**src/rtl/led_ctrl_pkg.sv**
```systemverilog
// ---------------------------------------------------------------------------
// led_ctrl_pkg
//   Shared constants and helpers for the LED sequencing controller.
//   - Mode codes (MODE_SHL/SHR/PING/FLASH) as seen on the mode-request switches
//   - FSM state encodings (ST_IDLE/ST_RUN/ST_PEND)
//   - Colour routing codes (COLOR_R/B/G/ALL)
//   - init_pat(): start pattern of a mode for an LED bank of nb bits
//   No ports (package).
// ---------------------------------------------------------------------------
package led_ctrl_pkg;

  localparam logic [1:0] MODE_SHL   = 2'b00;
  localparam logic [1:0] MODE_SHR   = 2'b01;
  localparam logic [1:0] MODE_PING  = 2'b10;
  localparam logic [1:0] MODE_FLASH = 2'b11;

  localparam logic [1:0] ST_IDLE = 2'b00;
  localparam logic [1:0] ST_RUN  = 2'b01;
  localparam logic [1:0] ST_PEND = 2'b10;

  localparam logic [1:0] COLOR_R   = 2'b00;
  localparam logic [1:0] COLOR_B   = 2'b01;
  localparam logic [1:0] COLOR_G   = 2'b10;
  localparam logic [1:0] COLOR_ALL = 2'b11;

  localparam logic DIR_LEFT  = 1'b0;
  localparam logic DIR_RIGHT = 1'b1;

  // Widest LED bank the init helper can describe; callers slice the low bits.
  localparam int PAT_MAX_W = 32;
  typedef logic [PAT_MAX_W-1:0] pat_max_t;

  // Decoded view of the user switches.
  typedef struct packed {
    logic       spare;
    logic [1:0] req;
    logic       run;
  } sw_req_t;

  // Start pattern of a mode for an nb-bit bank (nb < PAT_MAX_W).
  function automatic pat_max_t init_pat(input logic [1:0] mode, input int nb);
    pat_max_t ones;
    ones = '1;
    case (mode)
      MODE_SHR:   init_pat = pat_max_t'(1) << (nb - 1);
      MODE_FLASH: init_pat = ones >> (PAT_MAX_W - nb);
      default:    init_pat = pat_max_t'(1);
    endcase
  endfunction

endpackage

```
**src/rtl/sw_debounce.sv**
```systemverilog
// ---------------------------------------------------------------------------
// sw_debounce
//   Two-flop synchronizer followed by a stability filter. The output follows
//   the synchronized input only after it has held the same value for
//   DEBOUNCE_CYC consecutive cycles; shorter glitches never reach the output.
//   Used by led_seq_ctrl only when SW_DEBOUNCE_EN is defined.
// Ports:
//   clk    in   1      system clock
//   rst_n  in   1      asynchronous active-low reset
//   din    in   WIDTH  raw asynchronous inputs
//   dout   out  WIDTH  synchronized, debounced inputs
// ---------------------------------------------------------------------------
module sw_debounce #(
  parameter int WIDTH        = 6,
  parameter int DEBOUNCE_CYC = 4
) (
  input  logic             clk,
  input  logic             rst_n,
  input  logic [WIDTH-1:0] din,
  output logic [WIDTH-1:0] dout
);

  localparam int CNT_W = $clog2(DEBOUNCE_CYC + 1);
  localparam logic [CNT_W-1:0] CNT_DONE = CNT_W'(DEBOUNCE_CYC - 1);

  logic [WIDTH-1:0] sync_p0;
  logic [WIDTH-1:0] sync_p1;
  logic [WIDTH-1:0] held_p2;
  logic [CNT_W-1:0] cnt;

  // Stage p0/p1: metastability synchronizer
  always_ff @(posedge clk or negedge rst_n) begin
    if (!rst_n) begin
      sync_p0 <= '0;
      sync_p1 <= '0;
    end else begin
      sync_p0 <= din;
      sync_p1 <= sync_p0;
    end
  end

  // Stage p2: any change restarts the stability count
  always_ff @(posedge clk or negedge rst_n) begin
    if (!rst_n) begin
      held_p2 <= '0;
      cnt     <= '0;
      dout    <= '0;
    end else begin
      if (sync_p1 != held_p2) begin
        held_p2 <= sync_p1;
        cnt     <= '0;
      end else if (cnt != CNT_DONE) begin
        cnt <= cnt + 1'b1;
      end
      if (sync_p1 == held_p2 && cnt == CNT_DONE) begin
        dout <= held_p2;
      end
    end
  end

endmodule

```
**src/rtl/led_seq_ctrl.sv**
```systemverilog
// ---------------------------------------------------------------------------
// led_seq_ctrl
//   LED pattern sequencer. Advances the selected pattern mode on each rate
//   tick while running, handles mode-change requests through a small
//   IDLE/RUN/PEND FSM and routes the pattern to the red, blue or green bank.
//   Optional build macro: SW_DEBOUNCE_EN -- synchronize and debounce i_sw and
//   i_color through sw_debounce (adds input latency). Undefined: switches are
//   assumed synchronous and used directly.
// Ports:
//   clock    in   1       system clock, rising edge
//   i_reset  in   1       asynchronous active-low reset
//   i_valid  in   1       one-cycle rate tick
//   i_sw     in   4       [0] run, [2:1] mode request, [3] reserved
//   i_color  in   2       00 red, 01 blue, 10 green, 11 all banks
//   o_led    out  NB_LED  red bank
//   o_led_b  out  NB_LED  blue bank
//   o_led_g  out  NB_LED  green bank
//   o_mode   out  NB_MODE mode currently applied
//   o_busy   out  1       mode change waiting for the next tick
// ---------------------------------------------------------------------------
module led_seq_ctrl
  import led_ctrl_pkg::*;
#(
  parameter int NB_LED       = 5,
  parameter int NB_MODE      = 2,
  parameter int DEBOUNCE_CYC = 4
) (
  input  logic               clock,
  input  logic               i_reset,
  input  logic               i_valid,
  input  logic [3:0]         i_sw,
  input  logic [1:0]         i_color,
  output logic [NB_LED-1:0]  o_led,
  output logic [NB_LED-1:0]  o_led_b,
  output logic [NB_LED-1:0]  o_led_g,
  output logic [NB_MODE-1:0] o_mode,
  output logic               o_busy
);

  logic [3:0] sw_use;
  logic [1:0] color_use;

`ifdef SW_DEBOUNCE_EN
  logic [5:0] in_raw;
  logic [5:0] in_clean;

  assign in_raw = {i_color, i_sw};

  sw_debounce #(
    .WIDTH        (6),
    .DEBOUNCE_CYC (DEBOUNCE_CYC)
  ) u_sw_debounce (
    .clk   (clock),
    .rst_n (i_reset),
    .din   (in_raw),
    .dout  (in_clean)
  );

  assign sw_use    = in_clean[3:0];
  assign color_use = in_clean[5:4];
`else
  localparam int unused_debounce_cyc = DEBOUNCE_CYC;

  assign sw_use    = i_sw;
  assign color_use = i_color;
`endif

  sw_req_t sw_req;
  assign sw_req = sw_req_t'(sw_use);

  logic               run;
  logic [NB_MODE-1:0] req;
  logic               unused_sw_spare;

  assign run             = sw_req.run;
  assign req             = sw_req.req;
  assign unused_sw_spare = sw_req.spare;

  // Architectural state
  logic [1:0]         state_q, state_d;
  logic [NB_LED-1:0]  pat_q, pat_d;
  logic               dir_q, dir_d;
  logic [NB_MODE-1:0] mode_q, mode_d;

  // Start pattern for the requested mode
  pat_max_t          init_full;
  logic [NB_LED-1:0] init_val;
  logic              unused_init_hi;

  assign init_full      = init_pat(req, NB_LED);
  assign init_val       = init_full[NB_LED-1:0];
  assign unused_init_hi = ^init_full[PAT_MAX_W-1:NB_LED];

  // A differing request takes effect at once when stopped (or just leaving
  // IDLE), or on a tick while running; otherwise it waits in PEND.
  logic mismatch;
  logic apply;

  assign mismatch = (req != mode_q);
  assign apply    = mismatch && (!run || i_valid || state_q == ST_IDLE);

  function automatic logic [NB_LED-1:0] bank(input logic [1:0]        color,
                                             input logic [1:0]        sel,
                                             input logic [NB_LED-1:0] pat);
    return (color == sel || color == COLOR_ALL) ? pat : '0;
  endfunction

  always_comb begin
    pat_d   = pat_q;
    dir_d   = dir_q;
    mode_d  = mode_q;
    state_d = state_q;

    if (apply) begin
      mode_d = req;
      pat_d  = init_val;
      dir_d  = DIR_LEFT;
    end else if (run && i_valid) begin
      case (mode_q)
        MODE_SHL: pat_d = {pat_q[NB_LED-2:0], pat_q[NB_LED-1]};
        MODE_SHR: pat_d = {pat_q[0], pat_q[NB_LED-1:1]};
        MODE_PING: begin
          // Direction flips on the same tick the bit lands on an end.
          if (dir_q == DIR_LEFT) begin
            pat_d = pat_q << 1;
            if (pat_q[NB_LED-2]) dir_d = DIR_RIGHT;
          end else begin
            pat_d = pat_q >> 1;
            if (pat_q[1]) dir_d = DIR_LEFT;
          end
        end
        default: pat_d = ~pat_q;
      endcase
    end

    if (!run) begin
      state_d = ST_IDLE;
    end else if (mismatch && !apply) begin
      state_d = ST_PEND;
    end else begin
      state_d = ST_RUN;
    end
  end

  // Registered state and outputs; LED banks show the post-edge pattern.
  always_ff @(posedge clock or negedge i_reset) begin
    if (!i_reset) begin
      state_q <= ST_IDLE;
      pat_q   <= NB_LED'(1);
      dir_q   <= DIR_LEFT;
      mode_q  <= MODE_SHL;
      o_led   <= '0;
      o_led_b <= '0;
      o_led_g <= '0;
    end else begin
      state_q <= state_d;
      pat_q   <= pat_d;
      dir_q   <= dir_d;
      mode_q  <= mode_d;
      o_led   <= bank(color_use, COLOR_R, pat_d);
      o_led_b <= bank(color_use, COLOR_B, pat_d);
      o_led_g <= bank(color_use, COLOR_G, pat_d);
    end
  end

  assign o_mode = mode_q;
  assign o_busy = (state_q == ST_PEND);

endmodule

```
**config.mk**
```make
export PLATFORM = sky130hd
export DESIGN_NAME = led_seq_ctrl
export DESIGN_NICKNAME = d
export VERILOG_FILES = /design/src/rtl/led_ctrl_pkg.sv /design/src/rtl/sw_debounce.sv /design/src/rtl/led_seq_ctrl.sv
export SDC_FILE = /design/constraint.sdc
export NUM_CORES = 1
export LEC_CHECK = 0
export ABC_AREA = 1
export CAP_MARGIN = 30
export CORE_MARGIN = 10
export CORE_UTILIZATION = 34
export CTS_CLUSTER_SIZE = 25
export DETAILED_ROUTE_END_ITERATION = 8
export GPL_ROUTABILITY_DRIVEN = 0
export GPL_TIMING_DRIVEN = 0
export SLEW_MARGIN = 20
export SYNTH_ARGS = -nofsm -noshare
export SYNTH_HDL_FRONTEND = slang
export SYNTH_SLANG_ARGS = --single-unit
```
**constraint.sdc**
```tcl
create_clock -name clock -period 1.5 [get_ports clock]
set_input_delay 0.225 -clock clock [delete_from_list [all_inputs] [get_ports clock]]
set_output_delay 0.225 -clock clock [all_outputs]
set_load 0.02 [all_outputs]
```
* After elaboration in Yosys (flattened, before gate mapping) *
Cells that the tools add are included.

cells by class
  equality and inequality tests = 9
  muxes and demuxes = 16
  bitwise gates (word level) = 1
  reduce and logical (&&, ||, !) cells = 16

operators by type and width
  cell                number
  $mux 5              6
  $pmux 5 s3          1
  $eq 2x2->1 const B  5
  $pmux 5 s2          1
  $eq 2x1->1 const B  3
  $logic_not 2->1     3
  $mux 1              6
  $logic_or 1x1->1    5
  $not 5->5           1
  $mux 2              2
  $reduce_bool 2->1   2
  $logic_and 1x1->1   3
  $logic_not 1->1     2
  $ne 2x2->1          1
  $reduce_and 2->1    1

storage, ports and cells
  flip-flop bits (word level) = 25
  input port bits = 9
  output and inout port bits = 18
  logic and storage cells = 49

* Depth between registers and ports, before layout *
  word-level depth = 8
  mapped depth = 7
  mapped depth without buffers = 7

* Worst setup path after synthesis *
No wires, ideal clock.

  path type = register -> register
  start = register mode_q[0] (netlist: o_mode[0])
  end = register o_led[3]
  library setup time = 77 ps
  arrival time = 1,235 ps
  required time = 1,423 ps
  path slack = 187 ps
  stages on the path, launching flop included = 8
  buffers on the path = 1
  clock period less this slack = 1,313 ps
  cell sequence = dfrtp_1 inv_2 nand2_1 nand2_2 nand2_4 nand4_4 buf_6 a21oi_1

between the ends
  word-level cells in the longest chain between the ends = 5
  elaborated cells on any way between the ends = 9
  those cells by class = 3 x eq/ne; 4 x mux; 2 x reduce/logical

ends and longest elaborated chain
  element                                   line                 RTL
  start: declaration                        led_seq_ctrl.sv:83   logic [NB_MODE-1:0] mode_q, mode_d;
  start signal: assignment                  led_seq_ctrl.sv:159  mode_q <= mode_d;
  $eq 2x2->1, or another cell as far along  led_seq_ctrl.sv:119  case (mode_q)
  $pmux 5 s3                                led_seq_ctrl.sv:119
  $mux 5                                    led_seq_ctrl.sv:118  end else if (run && i_valid) begin
  $mux 5 *                                  led_seq_ctrl.sv:114  if (apply) begin
  $mux 5 *                                  led_seq_ctrl.sv:105  return (color == sel || color == COLOR_ALL) ? pat : '0;
  end signal: assignment                    led_seq_ctrl.sv:160  o_led <= bank(color_use, COLOR_R, pat_d);
  end: declaration                          led_seq_ctrl.sv:33   output logic [NB_LED-1:0] o_led,

Mark *: on every way between the ends. The rest lies on a longest branch, timed or not.
A chain may end at the register's enable or synchronous reset.

* Final worst setup path *
  start = register state_q[1]
  end = output port o_busy

between the ends
  word-level cells in the longest chain between the ends = 1

ends and longest elaborated chain
  element                   line                 RTL
  start: declaration        led_seq_ctrl.sv:80   logic [1:0] state_q, state_d;
  start signal: assignment  led_seq_ctrl.sv:156  state_q <= state_d;
  $eq 2x2->1                led_seq_ctrl.sv:167  assign o_busy = (state_q == ST_PEND);
  end: declaration          led_seq_ctrl.sv:37   output logic o_busy

No other way between the ends.

==> results by group <==
Clocking
  – Clock transition at path regs: 0.14 ns
  – Root buffer cell: clkbuf_4
  – Cts-stage hold buffer count: 0
  – CTS tree: built
  – Max clock buf depth: 2
  – CTS buffer count: 3
  – Clock Latency Late Sink: 0.32 ns
  – H-tree depth: 1
  – Sink Count: 25

Placement
  – DP Cell Count: 212
  – Place WS: -0.256 ns
  – DPL Wire Length: 2.22 mm
  – Input/output buffers: 25

Setup path
  – Data required, critical path: 1.27 ns
  – CP startpoint kind: flop
  – Worst-path maximum fanout: 2
  – Crit. End Element: output pin
  – Arr. time, crit path: 1.19 ns
  – Worst R2R Setup Slack: 0.12 ns
  – Crit Path Category: flop to output pin

Status
  – Status: complete, no violations

Timing
  – Peak Freq: 704 MHz
  – Fin. max-slew vios: 0
  – Worst-Margin Slew: 0.598 ns
  – Max_slew headroom: 60.0%
  – Final hold vios: 0
  – Setup ws final: 0.0801 ns
  – Final setup viols: 0
  – Min Tclk post-route: 1.42 ns
  – Skew final: 0.00930 ns
  – Final worst-path cycle share: 94.7%

Layout
  – Non-Filler Instances: 217
  – NumNets Final: 184
  – # diodes: 0
  – # fillers: 356
  – Reg area: 629 um2
  – Finished Core Util: 46.3%
  – Area Overhead vs Synth: 30.4%
  – Area of the multi-input gates: 508 um2
  – Share of cells above drive strength 1: 11.7%

Power
  – Power Density: 1010 nW/um2
  – Worst-case vdd ir drop: 0.488 mV
  – Power Total: 1.57 mW
  – Leak: 0.855 nW

Die
  – Ports: 27
  – Rows: 21
  – Die Y: 79.3 um
  – Core area: 3360 um2
  – Starting Density: 35.5%
  – DIE AREA: 6280 um2
  – Die width: 79.3 um

Synthesis
  – Syn Area/Cell: 8.53 um2
  – Cell variety after synth: 17
  – Synth warn: 0
  – Synthesized flop and latch total: 25
  – Syn nets: 152
  – Cells after Synth: 140
  – Sequential fraction of the synthesis area: 52.5%
  – Cell Area, Synth: 1190 um2

Route
  – Wire per inst: 13.3 um
  – First-pass detailed-route iteration total: 4
  – Routed Antenna Nets: 0
  – Final WL: 2.88 mm
  – Via count: 1033
  – Residual DRC: 0
  – DRT iter0 DRCs: 64
  – Drt via density: 4.76

Global routing
  – First-pass GRT wire length: 4.78 mm
  – Initial antenna violation count: 0
  – Largest net degree at the start of global routing: 16
  – GR Overflow Total: 0
  – Total track usage: 9.31%
  – Number of global-route vias before repair: 1047

Hold path
  – Hold crit path type: input port to async pin

Run
  – Max cap viols: 0
cells in the mapped netlist:
master	count	area share, %
a21oi_1	26	11
o21ai_0	2	0.84
nand2_2	1	0.52
nor3_1	2	0.84
ha_1	3	3.1
inv_2	1	0.31
nor2_1	13	4.1
nand2_4	3	2.8
dfstp_2	1	2.2
and2_4	1	0.73
o21ai_2	1	0.73
dfrtp_1	24	50
nand3_1	9	3.8
inv_1	15	4.7
nand4_4	1	1.8
buf_6	1	0.94
nand2_1	36	11
worst max-delay path, stage by stage, from the launching register on:
cell and delay (ns):
dfrtp_1 0.42, inv_1 0.05, nor2_1 0.07, dlygate4sd2_1 0.34
repair_timing:
action                                  CTS  global route
endpoints found under the setup margin   16            14
gates resized for setup                  16             8
pin swaps                                 0             0
hold endpoints to repair                  0             0
buffers inserted                          0             1
worst paths after layout:
path	start	to	cells past startpoint
worst max-delay path	state_q[1]	o_busy	3
worst min-delay path	i_reset	state_q[1]	1
worst max register to register	o_mode[0]	o_led_b[0]	7
worst min register to register	pat_q[0]	pat_q[0]	4
max in group asynchronous	i_reset	pat_q[0]	2
min in group clock	i_sw[1]	pat_q[4]	3
where the power goes:
group / leakage, nW / switching [mW] / internal, mW / total, mW
registers: 0.321 / 0.0434 / 0.751 / 0.794
clock network: 0.0139 / 0.204 / 0.102 / 0.305
logic: 0.521 / 0.298 / 0.169 / 0.467
total: 0.855 / 0.545 / 1.02 / 1.57
per-stage QoR:
stage               hold WS, ns  setup TNS (ns)  area (um2)
floorplan               -0.0706               0        1190
global placement          0.597           -5.82        1500
detailed placement        0.646           -4.38        1520
CTS                       0.281               0        1530
global route              0.298         -0.0376        1560
finish                    0.264               0        1560
state kept, by name (all words and copies together) (netlist names):
signal   count
dir_q        1
o_led        5
o_led_b      5
o_led_g      5
o_mode       2
pat_q        5
state_q      2
routing by layer:
layer / share of wire [%] / track usage [%]
met1: 43 / 11.0
met3: 6.0 / 2.82
met5: 0 / 0
met2: 49 / 15.7
met4: 1.5 / 3.23
kinds of logic (layout without fill, tap and decap cells):
family	after synthesis	in the layout	synth area share [%]
simple gates	66	66	25.9
compound gates	29	29	12.5
flops	25	25	52.5
buf+inv	17	48	5.97
fa+ha+maj	3	3	3.14
cells in the final DEF, fill, tap and decap left out, types with 2 or more instances in the layout:
master and count:
dlymetal6s2s_1 3, dlygate4sd2_1 16, o21ai_0 2, clkdlybuf4s50_1 6, dfrtp_2 2, ha_1 3, nand2_1 34, nor2_1 13
clkbuf_4 3, dfrtp_1 22, nand2_2 3, inv_1 15, nand3_1 9, nor3_1 2, a21oi_1 26, nand2_4 3
final cells by class:
cell class / instances / area share, %
multi-input cells: 98 / 32.6
well taps: 46 / 3.70
inverters: 16 / 3.86
repair buffers: 27 / 16.7
clock buffers: 3 / 1.45
flip-flops and latches: 25 / 40.4
clock inverters: 1 / 0.482
plain buffers: 1 / 0.723
Note: power is estimated with default switching activity, not from simulation.
